==> src/rtl/ovl_pkg.sv <==
// Shared types and constants for the digit-glyph overlay path.
package ovl_pkg;

    // Result-batch FSM encoding
    typedef enum logic [1:0] {
        ST_IDLE    = 2'd0,
        ST_COLLECT = 2'd1,
        ST_PENDING = 2'd2
    } res_state_t;

    // Glyph code that tells the pixel mux to show nothing
    localparam logic [3:0] GLYPH_BLANK = 4'hF;

    // Default tile geometry for the 480-wide VGA overlay
    localparam int DEF_H_ACT   = 480;
    localparam int DEF_X0      = 428;
    localparam int DEF_Y0      = 0;
    localparam int DEF_TILE    = 50;
    localparam int DEF_NUM_DIG = 4;
    localparam int DEF_ROM_LAT = 2;
    localparam int DEF_ADDR_W  = 14;

    // Raster counters are 10 bits and wrap naturally
    localparam int CNT_W = 10;

    // Per-pixel tag carried alongside the ROM read so it lines up with the data
    typedef struct packed {
        logic       en;
        logic [3:0] glyph;
    } ovl_tag_t;

    localparam ovl_tag_t TAG_NONE = '{en: 1'b0, glyph: GLYPH_BLANK};

    // Committed digits above 9 are shown as blank
    function automatic logic [3:0] glyph_of(input logic [3:0] digit);
        return (digit > 4'd9) ? GLYPH_BLANK : digit;
    endfunction

endpackage

==> src/rtl/ovl_raster_cnt.sv <==
// Raster position counters, vsync rising-edge pulse and look-ahead tile-window decode.
// The decode looks at the position the counters will hold next cycle, advanced by ROM_LAT
// columns, so the address register in the top level lines up with the counters.
module ovl_raster_cnt
    import ovl_pkg::*;
#(
    parameter int H_ACT   = DEF_H_ACT,
    parameter int X0      = DEF_X0,
    parameter int Y0      = DEF_Y0,
    parameter int TILE    = DEF_TILE,
    parameter int NUM_DIG = DEF_NUM_DIG,
    parameter int ROM_LAT = DEF_ROM_LAT,
    parameter int TW      = 2
) (
    input  logic             sclk,
    input  logic             s_rst_n,
    input  logic             vga_vsync,
    input  logic             vga_hsync,
    input  logic             active_video,
    output logic             vs_rise,
    output logic             la_win,
    output logic [TW-1:0]    la_tile,
    output logic             la_tile_top,
    output logic             la_tile_bot,
    output logic             la_row_end,
    output logic [CNT_W-1:0] la_x_off
);

    logic [CNT_W-1:0] col;
    logic [CNT_W-1:0] row;
    logic [CNT_W-1:0] col_d;
    logic [CNT_W-1:0] row_d;
    logic [CNT_W-1:0] px;
    logic [CNT_W-1:0] rel_row;
    logic             vsync_q;
    logic             x_hit;
    logic             y_hit;

    // Next raster position: syncs clear, active pixels advance
    always_comb begin
        col_d = col;
        row_d = row;
        if (vga_hsync) begin
            col_d = '0;
        end else if (active_video) begin
            col_d = col + 1'b1;
        end
        if (vga_vsync) begin
            row_d = '0;
        end else if (active_video && (col == CNT_W'(H_ACT - 1))) begin
            row_d = row + 1'b1;
        end
    end

    // Raster position and vsync history registers
    always_ff @(posedge sclk or negedge s_rst_n) begin
        if (!s_rst_n) begin
            col     <= '0;
            row     <= '0;
            vsync_q <= 1'b0;
        end else begin
            // NOTE: state registers use non-blocking assignments so every flop samples pre-edge values.
            col     <= col_d;
            row     <= row_d;
            vsync_q <= vga_vsync;
        end
    end

    assign vs_rise = vga_vsync && !vsync_q;

    // Column of the pixel whose ROM data will arrive ROM_LAT cycles from the next cycle
    assign px       = col_d + CNT_W'(ROM_LAT);
    assign la_x_off = px - CNT_W'(X0);
    assign x_hit    = (la_x_off < CNT_W'(TILE));
    assign rel_row  = row_d - CNT_W'(Y0);

    // Tile index and tile top/bottom row decode by constant comparisons (no divider)
    always_comb begin
        // NOTE: every output of this block is given a default first, so no latch can be inferred.
        la_tile     = '0;
        y_hit       = 1'b0;
        la_tile_top = 1'b0;
        la_tile_bot = 1'b0;
        for (int k = NUM_DIG - 1; k >= 0; k--) begin
            if (rel_row < CNT_W'((k + 1) * TILE)) begin
                la_tile     = TW'(k);
                y_hit       = 1'b1;
                la_tile_top = (rel_row == CNT_W'(k * TILE));
                la_tile_bot = (rel_row == CNT_W'((k + 1) * TILE - 1));
            end
        end
    end

    assign la_win     = x_hit && y_hit;
    assign la_row_end = x_hit && (la_x_off == CNT_W'(TILE - 1));

endmodule

==> src/rtl/digit_overlay_ctrl.sv <==
// Digit-glyph overlay scheduler: glyph ROM address generation ahead of the pixel,
// tag pipeline aligned to ROM latency, and a tear-free result commit FSM.
module digit_overlay_ctrl
    import ovl_pkg::*;
#(
    parameter int H_ACT   = DEF_H_ACT,
    parameter int X0      = DEF_X0,
    parameter int Y0      = DEF_Y0,
    parameter int TILE    = DEF_TILE,
    parameter int NUM_DIG = DEF_NUM_DIG,
    parameter int ROM_LAT = DEF_ROM_LAT,
    parameter int ADDR_W  = DEF_ADDR_W
) (
    input  logic                   sclk,
    input  logic                   s_rst_n,
    input  logic                   vga_vsync,
    input  logic                   vga_hsync,
    input  logic                   active_video,
    input  logic                   res_valid,
    output logic                   res_ready,
    input  logic [1:0]             res_slot,
    input  logic [3:0]             res_digit,
    input  logic                   res_last,
    output logic [ADDR_W-1:0]      rom_addr,
    output logic [3:0]             glyph_sel,
    output logic                   ovl_en,
    output logic [4*NUM_DIG-1:0]   disp_digits
);

    localparam int TW = (NUM_DIG > 1) ? $clog2(NUM_DIG) : 1;

    logic             vs_rise;
    logic             la_win;
    logic [TW-1:0]    la_tile;
    logic             la_tile_top;
    logic             la_tile_bot;
    logic             la_row_end;
    logic [CNT_W-1:0] la_x_off;

    ovl_raster_cnt #(
        .H_ACT   (H_ACT),
        .X0      (X0),
        .Y0      (Y0),
        .TILE    (TILE),
        .NUM_DIG (NUM_DIG),
        .ROM_LAT (ROM_LAT),
        .TW      (TW)
    ) u_raster (
        .sclk         (sclk),
        .s_rst_n      (s_rst_n),
        .vga_vsync    (vga_vsync),
        .vga_hsync    (vga_hsync),
        .active_video (active_video),
        .vs_rise      (vs_rise),
        .la_win       (la_win),
        .la_tile      (la_tile),
        .la_tile_top  (la_tile_top),
        .la_tile_bot  (la_tile_bot),
        .la_row_end   (la_row_end),
        .la_x_off     (la_x_off)
    );

    // ------------------------------------------------------------------
    // Address generator: row base accumulates TILE per tile row
    // ------------------------------------------------------------------
    logic [ADDR_W-1:0] line_base;
    logic [ADDR_W-1:0] base_cur;

    // A tile's first row always starts from base 0
    assign base_cur = la_tile_top ? '0 : line_base;

    // ROM address and row base registers
    always_ff @(posedge sclk or negedge s_rst_n) begin
        if (!s_rst_n) begin
            rom_addr  <= '0;
            line_base <= '0;
        end else if (vga_vsync) begin
            rom_addr  <= '0;
            line_base <= '0;
        end else if (la_win) begin
            rom_addr <= base_cur + ADDR_W'(la_x_off);
            if (la_row_end) begin
                line_base <= la_tile_bot ? '0 : base_cur + ADDR_W'(TILE);
            end
        end
    end

    // ------------------------------------------------------------------
    // Tag pipeline: stage 0 sits beside rom_addr, stage ROM_LAT meets the ROM data
    // ------------------------------------------------------------------
    ovl_tag_t issue_tag;
    ovl_tag_t tag_sr [ROM_LAT+1];

    // Tag for the pixel being addressed next cycle
    always_comb begin
        issue_tag = TAG_NONE;
        if (la_win) begin
            issue_tag.en    = 1'b1;
            issue_tag.glyph = glyph_of(disp_digits[{la_tile, 2'b00} +: 4]);
        end
    end

    // Shift the tag along with the ROM read latency
    always_ff @(posedge sclk or negedge s_rst_n) begin
        if (!s_rst_n) begin
            // NOTE: this short array is reset in full so ovl_en is clean straight out of reset.
            for (int i = 0; i <= ROM_LAT; i++) begin
                tag_sr[i] <= TAG_NONE;
            end
        end else begin
            tag_sr[0] <= issue_tag;
            for (int i = 1; i <= ROM_LAT; i++) begin
                tag_sr[i] <= tag_sr[i-1];
            end
        end
    end

    assign ovl_en    = tag_sr[ROM_LAT].en;
    assign glyph_sel = tag_sr[ROM_LAT].glyph;

    // ------------------------------------------------------------------
    // Result FSM: collect a batch into the shadow, commit it on vsync
    // ------------------------------------------------------------------
    res_state_t           state;
    res_state_t           state_nxt;
    logic                 accept;
    logic                 commit;
    logic [4*NUM_DIG-1:0] shadow;
    logic [4*NUM_DIG-1:0] shadow_nxt;

    assign accept = res_valid && res_ready;

    // Next state, commit strobe and shadow update
    always_comb begin
        state_nxt  = state;
        commit     = 1'b0;
        shadow_nxt = shadow;
        if (accept) begin
            // A new batch starts from what is on screen, so unwritten slots are kept
            if (state == ST_IDLE) begin
                shadow_nxt = disp_digits;
            end
            if (32'(res_slot) < NUM_DIG) begin
                shadow_nxt[{res_slot, 2'b00} +: 4] = res_digit;
            end
        end
        unique case (state)
            ST_IDLE: begin
                if (accept) begin
                    state_nxt = res_last ? ST_PENDING : ST_COLLECT;
                end
            end
            ST_COLLECT: begin
                if (accept && res_last) begin
                    state_nxt = ST_PENDING;
                end
            end
            ST_PENDING: begin
                if (vs_rise) begin
                    commit    = 1'b1;
                    state_nxt = ST_IDLE;
                end
            end
            default: begin
                state_nxt = ST_IDLE;
            end
        endcase
    end

    // State register; ready is registered so it reads 0 throughout reset
    always_ff @(posedge sclk or negedge s_rst_n) begin
        if (!s_rst_n) begin
            state     <= ST_IDLE;
            res_ready <= 1'b0;
        end else begin
            state     <= state_nxt;
            res_ready <= (state_nxt != ST_PENDING);
        end
    end

    // Shadow batch and committed display digits
    always_ff @(posedge sclk or negedge s_rst_n) begin
        if (!s_rst_n) begin
            shadow      <= {NUM_DIG{GLYPH_BLANK}};
            disp_digits <= {NUM_DIG{GLYPH_BLANK}};
        end else begin
            shadow <= shadow_nxt;
            if (commit) begin
                disp_digits <= shadow;
            end
        end
    end

endmodule

==> config.mk <==
export PLATFORM = sky130hd
export DESIGN_NAME = digit_overlay_ctrl
export DESIGN_NICKNAME = d
export VERILOG_FILES = /design/src/rtl/ovl_pkg.sv /design/src/rtl/ovl_raster_cnt.sv /design/src/rtl/digit_overlay_ctrl.sv
export SDC_FILE = /design/constraint.sdc
export NUM_CORES = 1
export LEC_CHECK = 0
export ABC_AREA = 1
export CAP_MARGIN = 25
export CORE_AREA = 2 2 122 100
export CTS_CLUSTER_SIZE = 12
export DETAILED_ROUTE_END_ITERATION = 10
export DIE_AREA = 0 0 124 102
export GPL_ROUTABILITY_DRIVEN = 0
export GPL_TIMING_DRIVEN = 0
export HOLD_SLACK_MARGIN = 0.02
export PLACE_DENSITY = 0.75
export SYNTH_ARGS = -nofsm -noshare
export SYNTH_HDL_FRONTEND = slang
export SYNTH_SLANG_ARGS = --single-unit
==> constraint.sdc <==
create_clock -name sclk -period 4.2 [get_ports sclk]
set_clock_uncertainty 0.05 [all_clocks]
set_input_delay 0.63 -clock sclk [delete_from_list [all_inputs] [get_ports sclk]]
set_output_delay 0.63 -clock sclk [all_outputs]
set_load 0.01 [all_outputs]
; Word-level counts from Yosys, hierarchy flattened
; Index checks and enable logic that the tools add are counted.
[totals]
register_bits = 99
inputBits = 13
output_inout_bits = 36
word_cells = 94
[op_classes]
reduce_logical = 12
shift = 3
addsub = 7
muxes = 39
magnitude_cmp = 6
eq_ne = 12
[ops]
columns = operator, n
row1 = 14-bit 2-to-1 mux, 7
row2 = 10-bit 2-to-1 mux, 4
row3 = 16-bit 2-to-1 mux, 2
row4 = "10-bit by 6-bit equality test with 1-bit output, second input constant", 3
row5 = "10-bit by 8-bit equality test with 1-bit output, second input constant", 3
row6 = "10-bit by 1-bit adder with 10-bit output, second input constant", 2
row7 = "10-bit by 7-bit equality test with 1-bit output, second input constant", 2
row8 = "10-bit by 6-bit less-than comparator with 1-bit output, second input constant", 2
row9 = "10-bit by 8-bit less-than comparator with 1-bit output, second input constant", 2
row10 = 16-bit bitwise mux, 1
row11 = 2-bit 2-to-1 mux, 8
row12 = "4-bit by 6-bit variable shift with 16-bit output, first input constant", 1
row13 = 16-bit by 5-bit variable part select with 4-bit output, 1
row14 = 4-bit by 6-bit variable part select with 16-bit output, 1
row15 = 14-bit by 10-bit adder with 14-bit output, 1
row16 = "14-bit by 6-bit adder with 14-bit output, second input constant", 1
row17 = 1-bit 2-to-1 mux, 14
row18 = "10-bit by 2-bit adder with 10-bit output, second input constant", 1
row19 = "10-bit by 9-bit equality test with 1-bit output, second input constant", 1
row20 = 10-bit logical NOT, 1
row21 = "10-bit by 7-bit less-than comparator with 1-bit output, second input constant", 1
row22 = "10-bit by 9-bit subtractor with 10-bit output, second input constant", 1
row23 = 1-bit logical AND, 6
row24 = 4-bit negator with 6-bit output, 1
row25 = 11 further kinds, 12

; Logic depth before layout (Yosys ltp)
; Gate-level depths: netlist of run 1.
[logic_depth]
depth_word = 15
mapped_depth = 28
mapped_depth_nobuf = 27

; Cells and area by module
; From an unflattened synthesis of run 1, not the netlist that was laid out.
[unflattened]
hier_cells = 836
area_unflattened_um2 = 6239.7
[modules_own_cells]
columns = module, area_each_um2, seq_area_each_um2, cells_each, instances
row1 = digit_overlay_ctrl, 4406.7, 2006.9, 533, 1
row2 = ovl_raster_cnt, 1833.0, 525.5, 303, 1

; Worst setup path after synthesis of run 1
; Ideal clock, no wire load.
[synth_timing]
path_kind = input -> register
start = in active_video
end = reg rom_addr[12]
stages = 23
n_path_buf = 1
required_time_ns = 4.032
path_slack_ns = 0.685
setup_ns = 0.118
arrival_ns = 3.347
cell_sequence = buf_4 > inv_1 > nor2_1 > nor3_1 > inv_1 > ha_1 > inv_1 > nand2_1 > nand2_1 > nand2_1 > nand2_1 > nand2_1 > nor2_1 > xor2_1 > ha_1 > a21oi_1 > o21ai_0 > inv_1 > nand3_1 > nand3_1 > nand2_1 > nand3_1 > nand2_1
[synth_via]
word_cells_on_any_way = 30
cone_classes = add/sub (3) / order compare (5) / eq/ne (3) / mux (15) / reduce/logical (4)
[synth_lines]
columns = element, line
row1 = "start, declared", digit_overlay_ctrl.sv:18  ; input logic active_video,
row2 = 10-bit 2-to-1 mux *, ovl_raster_cnt.sv:45  ; end else if (active_video) begin
row3 = 10-bit 2-to-1 mux *, ovl_raster_cnt.sv:43  ; if (vga_hsync) begin
row4 = via u_raster.col_d[1], ovl_raster_cnt.sv:31  ; logic [CNT_W-1:0] col_d;
row5 = 10-bit by 2-bit adder with 10-bit output *, ovl_raster_cnt.sv:72  ; assign px = col_d + CNT_W'(ROM_LAT);
row6 = 10-bit by 9-bit subtractor with 10-bit output *, ovl_raster_cnt.sv:73  ; assign la_x_off = px - CNT_W'(X0);
row7 = 14-bit by 10-bit adder with 14-bit output / 10-bit by 6-bit less-than comparator with 1-bit output (equally long branches), "digit_overlay_ctrl.sv:81, ovl_raster_cnt.sv:74"
row8 = 14-bit 2-to-1 mux / 1-bit logical AND (equally long branches), "digit_overlay_ctrl.sv:80, ovl_raster_cnt.sv:94"
row9 = 14-bit 2-to-1 mux / 2-bit nonzero test (equally long branches), --
row10 = "end signal, assigned", digit_overlay_ctrl.sv:81  ; rom_addr <= base_cur + ADDR_W'(la_x_off);
row11 = "end, declared", digit_overlay_ctrl.sv:24  ; output logic [ADDR_W-1:0] rom_addr,
; Mark *: on every way through the listed nets, which the timed path passes. The rest lies on a longest branch. The select of a mux whose other input is x is not followed.
; A chain may end at the register's enable or synchronous reset.

; Worst setup path in the final report of run 1
[layout_timing]
start = reg u_raster.col[0]
end = reg rom_addr[13]
[layout_via]
elab_chain_len = 13
word_cells_on_any_way = 32
cone_classes = add/sub (4) / order compare (5) / eq/ne (4) / mux (15) / reduce/logical (4)
[layout_lines]
columns = element, line
row1 = "start, declared", ovl_raster_cnt.sv:29  ; logic [CNT_W-1:0] col;
row2 = "start signal, assigned", ovl_raster_cnt.sv:63  ; col <= col_d;
row3 = branches (longest 13 deep; another with 14-bit by 10-bit adder with 14-bit output), --
; Several ways; the timed one is not identified. The select of a mux whose other input is x is not followed.

==> out/qor.csv, run 1 <==
stage;metric;value;unit
synthesis;Synth Area in Compound Gates;9.56;%
clock_tree;CTS max path bufs;2;
pwr;leakage power;3.47;nW
detailed_routing;DRT iter0 DRCs;520;
grt;Total GRT Usage;24.9;%
synthesis;post-synth top area share;22.3;%
synthesis;Synth area leader;dfrtp_1;
layout;Layout fillers;992;
setup_path;worst reg2reg path endpoint;rom_addr[13]$_DFFE_PN0P_;
sta;setup violators final;0;
synthesis;main flop type after synthesis;dfrtp_1;
clock_tree;Root Buffer;clkbuf_16;
synthesis;simple logic cell fraction of the synthesized area;33.5;%
synthesis;Synth Area in Adders;3.45;%
layout;# diodes;0;
flow_run;Max-cap violations;0;
place;hpwl dp;11000;um
run_status;result of the run;completed;
detailed_routing;vias per inst;5.49;
sta;Tmin final;3.91;ns
die;Die Y;102;um
clock_tree;H-tree level count;3;
clock_tree;CTS tree;done;
die;Rows;35;
synthesis;post-synthesis cell count;832;
setup_path;origin of the critical flop-to-flop path;u_raster.col[0]$_DFF_PN0_;
pwr;Clk pwr share;28.4;%
grt;GRT Residual Overflow;0;
synthesis;Post-synth ARST share;100;%
sta;Worst-Margin Slew;0.570;ns
layout;fraction of layout cells with a size suffix above 1;16.5;%
synthesis;mux cell area share after synthesis;1.28;%
clock_tree;Clock Sinks;99;
setup_path;Req. time, crit path;4.38;ns
synthesis;warnings from Yosys;0;
clock_tree;Num CTS Buffers;9;
detailed_routing;final WL;14800;um
worst_hold_path;worst min-delay path class;in -> async;
synthesis;syn_nets;862;
grt;vias in the first global route;5417;
layout;Area growth syn-to-layout;16.6;%
clock_tree;cts-stage hold buffer count;0;
grt;largest net degree at the start of global routing;68;
sta;WHS;0.161;ns
sta;slew margin rel.;61.7;%
setup_path;crit-path max FO;10;
detailed_routing;wire per inst;14.1;um
setup_path;Reg2Reg Depth;24;
die;io pins;49;
sta;Setup WS post-layout;0.287;ns
pwr;Max IR drop VDD;0.407;mV
synthesis;Post-synth EDFFs;0;
pwr;cell-internal power;0.00192;W
setup_path;R2R setup slack;0.29;ns
setup_path;critical setup path kind;reg -> reg;
setup_path;Critical Path Start Type;register;
detailed_routing;via count;5751;
synthesis;#FFs+latches synth;99;
pwr;Cell Pwr Density;386;nW/um^2
detailed_routing;DRC;0;
place;pre-CTS setup slack;-0.182;ns
sta;fin crit share;93.2;%
clock_tree;clock latency on the worst-skew pair;0.35;ns
synthesis;post-synthesis cell type count;45;
grt;first-pass GRT wire length;25000;um
synthesis;main combinational cell family by area after synthesis;simple AND/OR/NAND/NOR gates;
grt;initial antenna violation count;0;
die;die area;12600;um^2
detailed_routing;post-route antenna net violation count;0;
sta;Final Hold Fails;0;
place;Buffers on Ports;47;
synthesis;top cells by area, synth;dfrtp_1, dfstp_2, nand2_1;
die;Initial Util;54.2;%
clock_tree;clock-pin slew on the worst setup and hold paths;0.08;ns
synthesis;xor/xnor cell area share of the yosys netlist;1.40;%
pwr;switching share of power;30.9;%
setup_path;CP arrival;4.10;ns
die;DIE WIDTH;124;um
sta;fin. max-slew vios;0;
setup_path;CP endpoint kind;register;
sta;FMAX;256;MHz
pwr;total net switching power;0.000857;W
synthesis;mapped cell area;6170;um^2
pwr;Comb pwr share;22.8;%
die;core area;11400;um^2
pwr;sequential power share;48.7;%
synthesis;Seq/Total Area, Yosys;41.1;%
synthesis;syn_area_per_cell;7.41;um^2
detailed_routing;Detailed Routing Iterations Pass 1;6;
layout;Final nets;924;
## power groups by stage
stage / Sequential [W] / Clock, W / Combinational (W)
CTS: 0.00135 / 0.000804 / 0.000632
global route: 0.00138 / 0.000853 / 0.000707
global placement: 0.00136 / 0 / 0.000608
finish: 0.00135 / 0.000789 / 0.000632
detailed placement: 0.00137 / 0 / 0.000628
floorplan: 0.00136 / 0 / 0.000325
## cells in the mapped netlist, drive strengths merged (13+ instances only)
cell and number:
a21oi 27, buf 13, dfrtp 55, dfstp 44
ha 17, inv 126, nand2 234, nand3 87
nand4 18, nor2 92, nor3 15, o21ai 47
## registers in the layout (all words and copies together) (netlist names)
signal            count
disp_digits          16
shadow               16
line_base            14
rom_addr             14
tag_sr               10
u_raster.col         10
u_raster.row         10
glyph_sel             4
state                 2
ovl_en                1
res_ready             1
u_raster.vsync_q      1
## area by class of cell
cell class	count	area, um^2	area share (%)
Clock buffer	9	225	3.13
Inverter	128	484	6.73
Multi-Input combinational cell	588	3070	42.7
Buffer	17	120	1.67
Tap cell	148	185	2.58
Clock inverter	7	50.0	0.696
Sequential cell	99	2530	35.2
Timing Repair Buffer	51	520	7.24
## per-stage QoR
step                      instances  power, W  util, %  cell area, um^2  TNS (ns)
after floorplan                 832   0.00169        -             6170         0
after global routing           1047   0.00294     63.2             7190  -0.00782
after detailed placement       1028   0.00199     60.1             6850    -0.745
after CTS                      1044   0.00279     62.5             7120         0
after global placement         1027   0.00197     59.9             6820    -60.36
final                          1047   0.00277     63.2             7190         0
## worst max-delay path: stages (launching register included)
cell and delay (ns):
dfrtp_1 0.40, ha_2 0.23, nand4_1 0.21, nor2_4 0.20, buf_6 0.16, nand3_1 0.09, nand3_2 0.15, nand2_1 0.16
nor2_1 0.15, nand3_1 0.09, nor2_1 0.18, nor2_4 0.08, buf_6 0.16, nand2_2 0.11, inv_1 0.08, ha_1 0.35
nand2_1 0.12, nor2_1 0.14, nor2_1 0.07, o21ai_0 0.26, nand2_1 0.11, nand2_1 0.08, nand2_1 0.05, nand3_1 0.06
nand2_1 0.05
## kinds of logic (layout without fill, tap and decap cells)
group                      count (synthesis)  count (layout)
adders and majority gates                 17              17
AOI/OAI and AO/OA                        100             100
and+or+nand+nor                          455             455
muxes                                      7               7
buffers and inverters                    145             212
xor gates and xnor gates                   9               9
DFF                                       99              99
## per-layer routing
metal / part of all wire [%] / GRT usage [%] / vias up
met5: 0 / 0 / -
met4: 1.7 / 7.61 / 0
met3: 6.3 / 5.75 / 46
met2: 48 / 40.7 / 228
met1: 44 / 33.1 / 2684
li1: - / - / 2793
## timing repair
item,4_1_cts,5_1_grt
endpoints found under the setup margin,0,6
resized for setup,0,12
buffers inserted,0,3
## placed cells by master, fill, tap and decap left out, drive strengths merged, types with 13 or more instances in the layout
| cell | instances |
|---|---|
| buf | 18 |
| clkdlybuf4s50 | 45 |
| dfrtp | 55 |
| ha | 17 |
| nand4 | 18 |
| nor2 | 92 |
| nand2 | 234 |
| dfstp | 44 |
| inv | 129 |
| clkbuf | 13 |
| nand3 | 87 |
| o21ai | 47 |
| nor3 | 15 |
| a21oi | 27 |
## worst max-delay path by stage
stage,from,endpoint,slack [ns],cells after the start
6_report,u_raster.col[0]$_DFF_PN0_,rom_addr[13]$_DFFE_PN0P_,0.29,24
5_1_grt,u_raster.col[0]$_DFF_PN0_,rom_addr[8]$_DFFE_PN0P_,-0.008,25
4_1_cts,vga_hsync,rom_addr[12]$_DFFE_PN0P_,0.15,21
3_5_place_dp,vga_vsync,rom_addr[12]$_DFFE_PN0P_,-0.18,21
3_3_place_gp,s_rst_n,line_base[7]$_DFFE_PN0P_,-1.10,1
2_1_floorplan,active_video,rom_addr[12]$_DFFE_PN0P_,0.69,23
Power figures use the tool's default switching activity.
==> inputs of run 2 (changes only) <==
--- a/config.mk
+++ b/config.mk
@@ -16,2 +16,3 @@
 export HOLD_SLACK_MARGIN = 0.02
+export MAX_ROUTING_LAYER = met4
 export PLACE_DENSITY = 0.75
--- a/constraint.sdc
+++ b/constraint.sdc
@@ -4,2 +4,2 @@
 set_output_delay 0.63 -clock sclk [all_outputs]
-set_load 0.01 [all_outputs]
+set_load 0.02 [all_outputs]
==> run 2 against run 1 <==
Effect of this change:
- clock power barely moved
- largest power group unchanged
- setup slack improved by 0.011 ns
- critical path type unchanged
- sequential cell count did not move
- non-clock buffer count did not move
- critical path depth did not move
- sequential share of layout area did not move
- first-iteration DRC count rose by 9.2%
==> out/qor.csv, run 2 (synthesized netlist as in run 1, its figures left out) <==
stage;metric;value;unit;change
sta;setup violators final;0;;unchanged
clock_tree;clock latency on the worst-skew pair;0.35;ns;about the same
setup_path;origin of the critical flop-to-flop path;u_raster.col[0]$_DFF_PN0_;;
die;core area;11400;um^2;unchanged
layout;top flop regs;disp_digits (16), shadow (16);;
sta;WHS;0.163;ns;+0.00152 ns
sta;fin. max-slew vios;0;;unchanged
die;Initial Util;54.2;%;unchanged
clock_tree;CTS tree;done;;
detailed_routing;via count;5753;;+0.035%
pwr;total net switching power;0.000917;W;+7.0%
setup_path;CP endpoint kind;register;;
clock_tree;Root Buffer;clkbuf_16;;
die;DIE WIDTH;124;um;unchanged
die;io pins;49;;unchanged
grt;first-pass GRT wire length;25000;um;unchanged
clock_tree;Clock Sinks;99;;unchanged
place;hpwl dp;11000;um;unchanged
detailed_routing;final WL;14800;um;+0.20%
layout;register area;2530;um^2;unchanged
grt;vias in the first global route;5423;;+0.11%
layout;Util after Layout;63.2;%;unchanged
setup_path;critical setup path kind;reg -> reg;;
worst_hold_path;worst min-delay path class;in -> async;;
grt;Total GRT Usage;25.7;%;+0.76 points
detailed_routing;post-route antenna net violation count;0;;unchanged
grt;largest net degree at the start of global routing;68;;unchanged
place;Buffers on Ports;47;;unchanged
die;Die Y;102;um;unchanged
pwr;Cell Pwr Density;394;nW/um^2;+2.2%
setup_path;worst setup path startpoint;u_raster.col[0]$_DFF_PN0_;;
place;pre-CTS setup slack;-0.182;ns;unchanged
pwr;Clk pwr share;27.8;%;-0.6 points
pwr;Max IR drop VDD;0.410;mV;+0.91%
layout;fraction of layout cells with a size suffix above 1;16.5;%;unchanged
layout;Layout fillers;992;;unchanged
die;Rows;35;;unchanged
sta;slew margin rel.;61.5;%;-0.18 points
pwr;Pwr Total;0.00283;W;+2.2%
detailed_routing;wire per inst;14.2;um;+0.20%
place;Inst Count DP;1028;;unchanged
layout;Final nets;924;;unchanged
layout;area of the multi-input gates;3070;um^2;unchanged
layout;commonest cells after routing, fill and taps aside;nand2_1, inv_1, nor2_1;;
sta;FMAX;256;MHz;+0.29%
setup_path;CP arrival;4.09;ns;about the same
die;die area;12600;um^2;unchanged
setup_path;Reg2Reg Depth;24;;unchanged
sta;Final Hold Fails;0;;unchanged
clock_tree;clock-pin slew on the worst setup and hold paths;0.07;ns;about the same
pwr;switching share of power;32.4;%;+1.5 points
clock_tree;CTS max path bufs;2;;unchanged
sta;Tmin final;3.90;ns;-0.0113 ns
setup_path;R2R setup slack;0.30;ns;about the same
setup_path;crit-path max FO;10;;unchanged
pwr;cell-internal power;0.00192;W;about the same
sta;Setup WS post-layout;0.299;ns;+0.0113 ns
layout;leading cell type in the layout, fill and taps excluded;nand2_1;;
sta;fin crit share;92.9;%;-0.27 points
pwr;sequential power share;47.8;%;-0.9 points
setup_path;Req. time, crit path;4.39;ns;about the same
grt;initial antenna violation count;0;;unchanged
setup_path;worst reg2reg path endpoint;rom_addr[13]$_DFFE_PN0P_;;
layout;Area growth syn-to-layout;16.6;%;unchanged
layout;Post-Layout Cell Count;1047;;unchanged
detailed_routing;DRT iter0 DRCs;568;;+9.2%
setup_path;Critical Path Start Type;register;;
run_status;result of the run;completed;;
flow_run;Max-cap violations;0;;unchanged
clock_tree;Num CTS Buffers;9;;unchanged
layout;# diodes;0;;unchanged
grt;GRT Residual Overflow;0;;unchanged
detailed_routing;DRC;0;;unchanged
detailed_routing;vias per inst;5.49;;about the same
detailed_routing;Detailed Routing Iterations Pass 1;5;;-1
pwr;Comb pwr share;24.4;%;+1.6 points
pwr;leakage power;3.47;nW;unchanged
sta;Worst-Margin Slew;0.572;ns;+0.00263 ns
clock_tree;H-tree level count;3;;unchanged
[run 2: cell counts in the layout (fill, tap and decap cells not counted)]
No cell type changed its count.
[run 2: worst max-delay path, cell delays in order, from the launching register on]
cell,delay [ns]
dfrtp_1,0.40
ha_2,0.23
nand4_1,0.21
nor2_4,0.19
buf_6,0.16
nand3_1,0.08
nand3_2,0.15
nand2_1,0.16
nor2_1,0.15
nand3_1,0.09
nor2_1,0.18
nor2_4,0.08
buf_6,0.16
nand2_2,0.11
inv_1,0.09
ha_1,0.35
nand2_1,0.12
nor2_1,0.13
nor2_1,0.07
o21ai_0,0.26
nand2_1,0.11
nand2_1,0.08
nand2_1,0.05
nand3_1,0.06
nand2_1,0.05
[run 2: worst max path at each step]
stage	to	slack (ns)	depth (start not counted)
after floorplan	rom_addr[12]$_DFFE_PN0P_	0.69	23
after global placement	line_base[7]$_DFFE_PN0P_	-1.10	1
after detailed placement	rom_addr[12]$_DFFE_PN0P_	-0.18	21
after CTS	rom_addr[12]$_DFFE_PN0P_	0.15	21
after global routing	rom_addr[8]$_DFFE_PN0P_	-0.008	25
final	rom_addr[13]$_DFFE_PN0P_	0.30	24
[run 2: metal layers]
| layer | track usage (%) | routed length, um | up-vias |
|---|---|---|---|
| met3 | 5.36 | 817 | 34 |
| li1 | - | - | 2799 |
| met2 | 40.7 | 7060 | 209 |
| met4 | 7.87 | 225 | 0 |
| met1 | 33.3 | 6710 | 2711 |
| met5 | - | 0 | - |
[run 2: layout make-up]
| class | instances | share of cell area (%) |
|---|---|---|
| inverters | 128 | 6.73 |
| repair buffers | 51 | 7.24 |
| clock buffers | 9 | 3.13 |
| well taps | 148 | 2.58 |
| flip-flops and latches | 99 | 35.2 |
| plain buffers | 17 | 1.67 |
| multi-input cells | 588 | 42.7 |
| clock inverters | 7 | 0.696 |
[run 2: power groups by stage]
| stage | combinational [W] | clock (W) | sequential [W] |
|---|---|---|---|
| 3_5_place_dp | 0.000686 | 0 | 0.00137 |
| 4_1_cts | 0.000691 | 0.000804 | 0.00135 |
| 6_report | 0.000691 | 0.000789 | 0.00135 |
| 3_3_place_gp | 0.000666 | 0 | 0.00136 |
| 5_1_grt | 0.000765 | 0.000852 | 0.00138 |
| 2_1_floorplan | 0.000325 | 0 | 0.00142 |
[run 2: repair_timing]
action / CTS / global route
gates resized for setup: 0 / 12
buffers inserted: 0 / 3
setup endpoints to repair: 0 / 6
hold buffers: 0 / 0
[run 2: stage by stage]
stage	cell area [um^2]	TNS (ns)
floorplan	6170	0
global placement	6820	-60.36
detailed placement	6850	-0.745
CTS	7120	0
global route	7190	-0.00781
finish	7190	0
==> inputs of run 3 (changes only) <==
clock period = 4.3 ns   (was 4.2 ns; I/O delays follow)
==> run 3 against run 2 <==
Effect of this change:
- core utilization down 0.29 points
- largest cell class unchanged
- largest power group unchanged
- highest routed layer unchanged
- global-route usage did not move
- clock power fell by 2%
- register-to-register slack improved by 0.06 ns
- combinational power is 2% lower
- non-clock buffer count fell by 2
- power fell by 2.3%
- setup slack worse by 0.034 ns
==> out/qor.csv, run 3 (synthesized netlist as in run 1, its figures left out) <==
stage;metric;value;unit;change
run_status;result of the run;completed;;
layout;commonest cells after routing, fill and taps aside;nand2_1, inv_1, nor2_1;;
sta;setup TNS;0;ns;unchanged
grt;first-pass GRT wire length;25000;um;unchanged
clock_tree;clock latency on the worst-skew pair;0.35;ns;about the same
sta;Setup WS post-layout;0.265;ns;-0.0337 ns
detailed_routing;vias per inst;5.51;;+0.21%
setup_path;CP arrival;4.22;ns;+0.13 ns
grt;largest net degree at the start of global routing;68;;unchanged
clock_tree;CTS tree;done;;
pwr;Max IR drop VDD;0.400;mV;-2.7%
sta;Final Hold Fails;0;;unchanged
die;io pins;49;;unchanged
sta;slew margin rel.;61.4;%;-0.13 points
layout;area of the multi-input gates;3060;um^2;-0.49%
setup_path;CP cell instances;clkdlybuf4s50_1 > clkinvlp_4 > buf_2 > nand3_1 > nand2_1 > inv_1 > nand3_1 > nor2_1 > nor2_4 > buf_6 > nand2_2 > inv_1 > ha_1 > nand2_1 > nor2_1 > nor2_1 > o21ai_0 > nand2_1 > nand2_1 > nand2_1 > nand3_1 > nand2_1;;
sta;fin. max-slew vios;0;;unchanged
layout;Final nets;922;;-0.22%
die;core area;11400;um^2;unchanged
layout;# diodes;0;;unchanged
setup_path;Reg2Reg Depth;24;;unchanged
die;Rows;35;;unchanged
layout;Layout fillers;994;;+0.20%
sta;fin crit share;93.8;%;
setup_path;most frequent CP cell;nand2_1;;
layout;register area;2530;um^2;unchanged
die;die area;12600;um^2;unchanged
setup_path;delay-heaviest family, CP;buffers and inverters;;
die;Initial Util;54.2;%;unchanged
pwr;leakage power;3.45;nW;-0.51%
place;pre-CTS setup slack;-0.0974;ns;+0.0850 ns
grt;vias in the first global route;5423;;unchanged
setup_path;R2R setup slack;0.36;ns;+0.06 ns
sta;Worst-Margin Slew;0.574;ns;+0.00194 ns
clock_tree;Clock Sinks;99;;unchanged
flow_run;Max-cap violations;0;;unchanged
clock_tree;CTS max path bufs;2;;unchanged
setup_path;CP endpoint kind;register;;
detailed_routing;final WL;14800;um;about the same
clock_tree;clock-pin slew on the worst setup and hold paths;0.08;ns;about the same
setup_path;critical setup path kind;in -> reg;;
pwr;Cell Pwr Density;387;nW/um^2;-1.8%
grt;Total GRT Usage;25.7;%;unchanged
die;DIE WIDTH;124;um;unchanged
die;Die Y;102;um;unchanged
detailed_routing;Detailed Routing Iterations Pass 1;5;;unchanged
detailed_routing;via count;5754;;+0.017%
setup_path;Critical Path Start Type;primary input;;
setup_path;worst path bufs/invs;6;;+3
grt;GRT Residual Overflow;0;;unchanged
setup_path;CP max stage cell;clkdlybuf4s50_1;;
setup_path;CP Depth;22;;-8.3%
clock_tree;H-tree level count;3;;unchanged
sta;setup violators final;0;;unchanged
sta;FMAX;248;MHz;
clock_tree;Num CTS Buffers;9;;unchanged
detailed_routing;post-route antenna net violation count;0;;unchanged
setup_path;crit-path max FO;10;;unchanged
worst_hold_path;worst min-delay path class;in -> async;;
setup_path;Req. time, crit path;4.49;ns;+0.10 ns
detailed_routing;wire per inst;14.2;um;+0.13%
layout;top flop regs;disp_digits (16), shadow (16);;
sta;Tmin final;4.03;ns;
layout;fraction of layout cells with a size suffix above 1;15.8;%;-0.63 points
setup_path;CP max stage delay;0.68;ns;+0.28 ns
clock_tree;Root Buffer;clkbuf_16;;
detailed_routing;DRC;0;;unchanged
detailed_routing;DRT iter0 DRCs;534;;-6.0%
grt;initial antenna violation count;0;;unchanged
layout;leading cell type in the layout, fill and taps excluded;nand2_1;;
sta;WHS;0.176;ns;+0.0136 ns
place;Buffers on Ports;47;;unchanged
place;hpwl dp;11000;um;unchanged
layout;Area growth syn-to-layout;16.1;%;
run 3: cell count changes in the layout (fill, tap and decap cells not counted), sizes merged:
cell / previous run / this run
buf: 18 / 16
dlymetal6s2s: 1 / 0
clkdlybuf4s50: 45 / 46
run 3: timing repair:
item / in CTS / in global routing
resized for setup: 0 / 7
buffers inserted: 0 / 1
hold buffers: 0 / 0
setup endpoints to repair: 0 / 6
run 3: report_power, final:
group / switching [W] / internal (W)
clock: 0.000374 / 0.000397
sequential: 0.000133 / 0.00119
combinational: 0.000389 / 0.000285
run 3: worst paths after layout:
| kind | from | endpoint |
|---|---|---|
| setup reg to reg | u_raster.col[0]$_DFF_PN0_ | rom_addr[13]$_DFFE_PN0P_ |
| setup / recovery | vga_vsync | rom_addr[13]$_DFFE_PN0P_ |
| max in group asynchronous | s_rst_n | shadow[9]$_DFFE_PN1P_ |
| hold / removal | s_rst_n | rom_addr[4]$_DFFE_PN0P_ |
| min in group sclk | tag_sr[8]$_DFF_PN1_ | glyph_sel[3]$_DFF_PN1_ |
| hold reg to reg | tag_sr[8]$_DFF_PN1_ | glyph_sel[3]$_DFF_PN1_ |
run 3: stage by stage:
stage / total power, W / area, um^2 / instances / utilization [%]
after detailed placement: 0.00200 / 6850 / 1028 / 60.1
after global routing: 0.00293 / 7160 / 1045 / 62.9
after floorplan: 0.00171 / 6170 / 832 / -
after CTS: 0.00278 / 7120 / 1044 / 62.5
after global placement: 0.00198 / 6820 / 1027 / 59.9
final: 0.00277 / 7160 / 1045 / 62.9
run 3: area by class of cell:
class	count	share of cell area, %
repair buffers	49	7.03
clock inverters	7	0.699
multi-input cells	588	42.7
plain buffers	17	1.68
clock buffers	9	3.15
flip-flops and latches	99	35.4
well taps	148	2.59
inverters	128	6.76
run 3: routing by layer:
layer,vias up,track usage (%),wire (um)
li1,2788,-,-
met1,2692,33.3,6650
met2,237,40.7,6990
met3,37,5.36,927
met4,0,7.87,253
met5,-,-,0
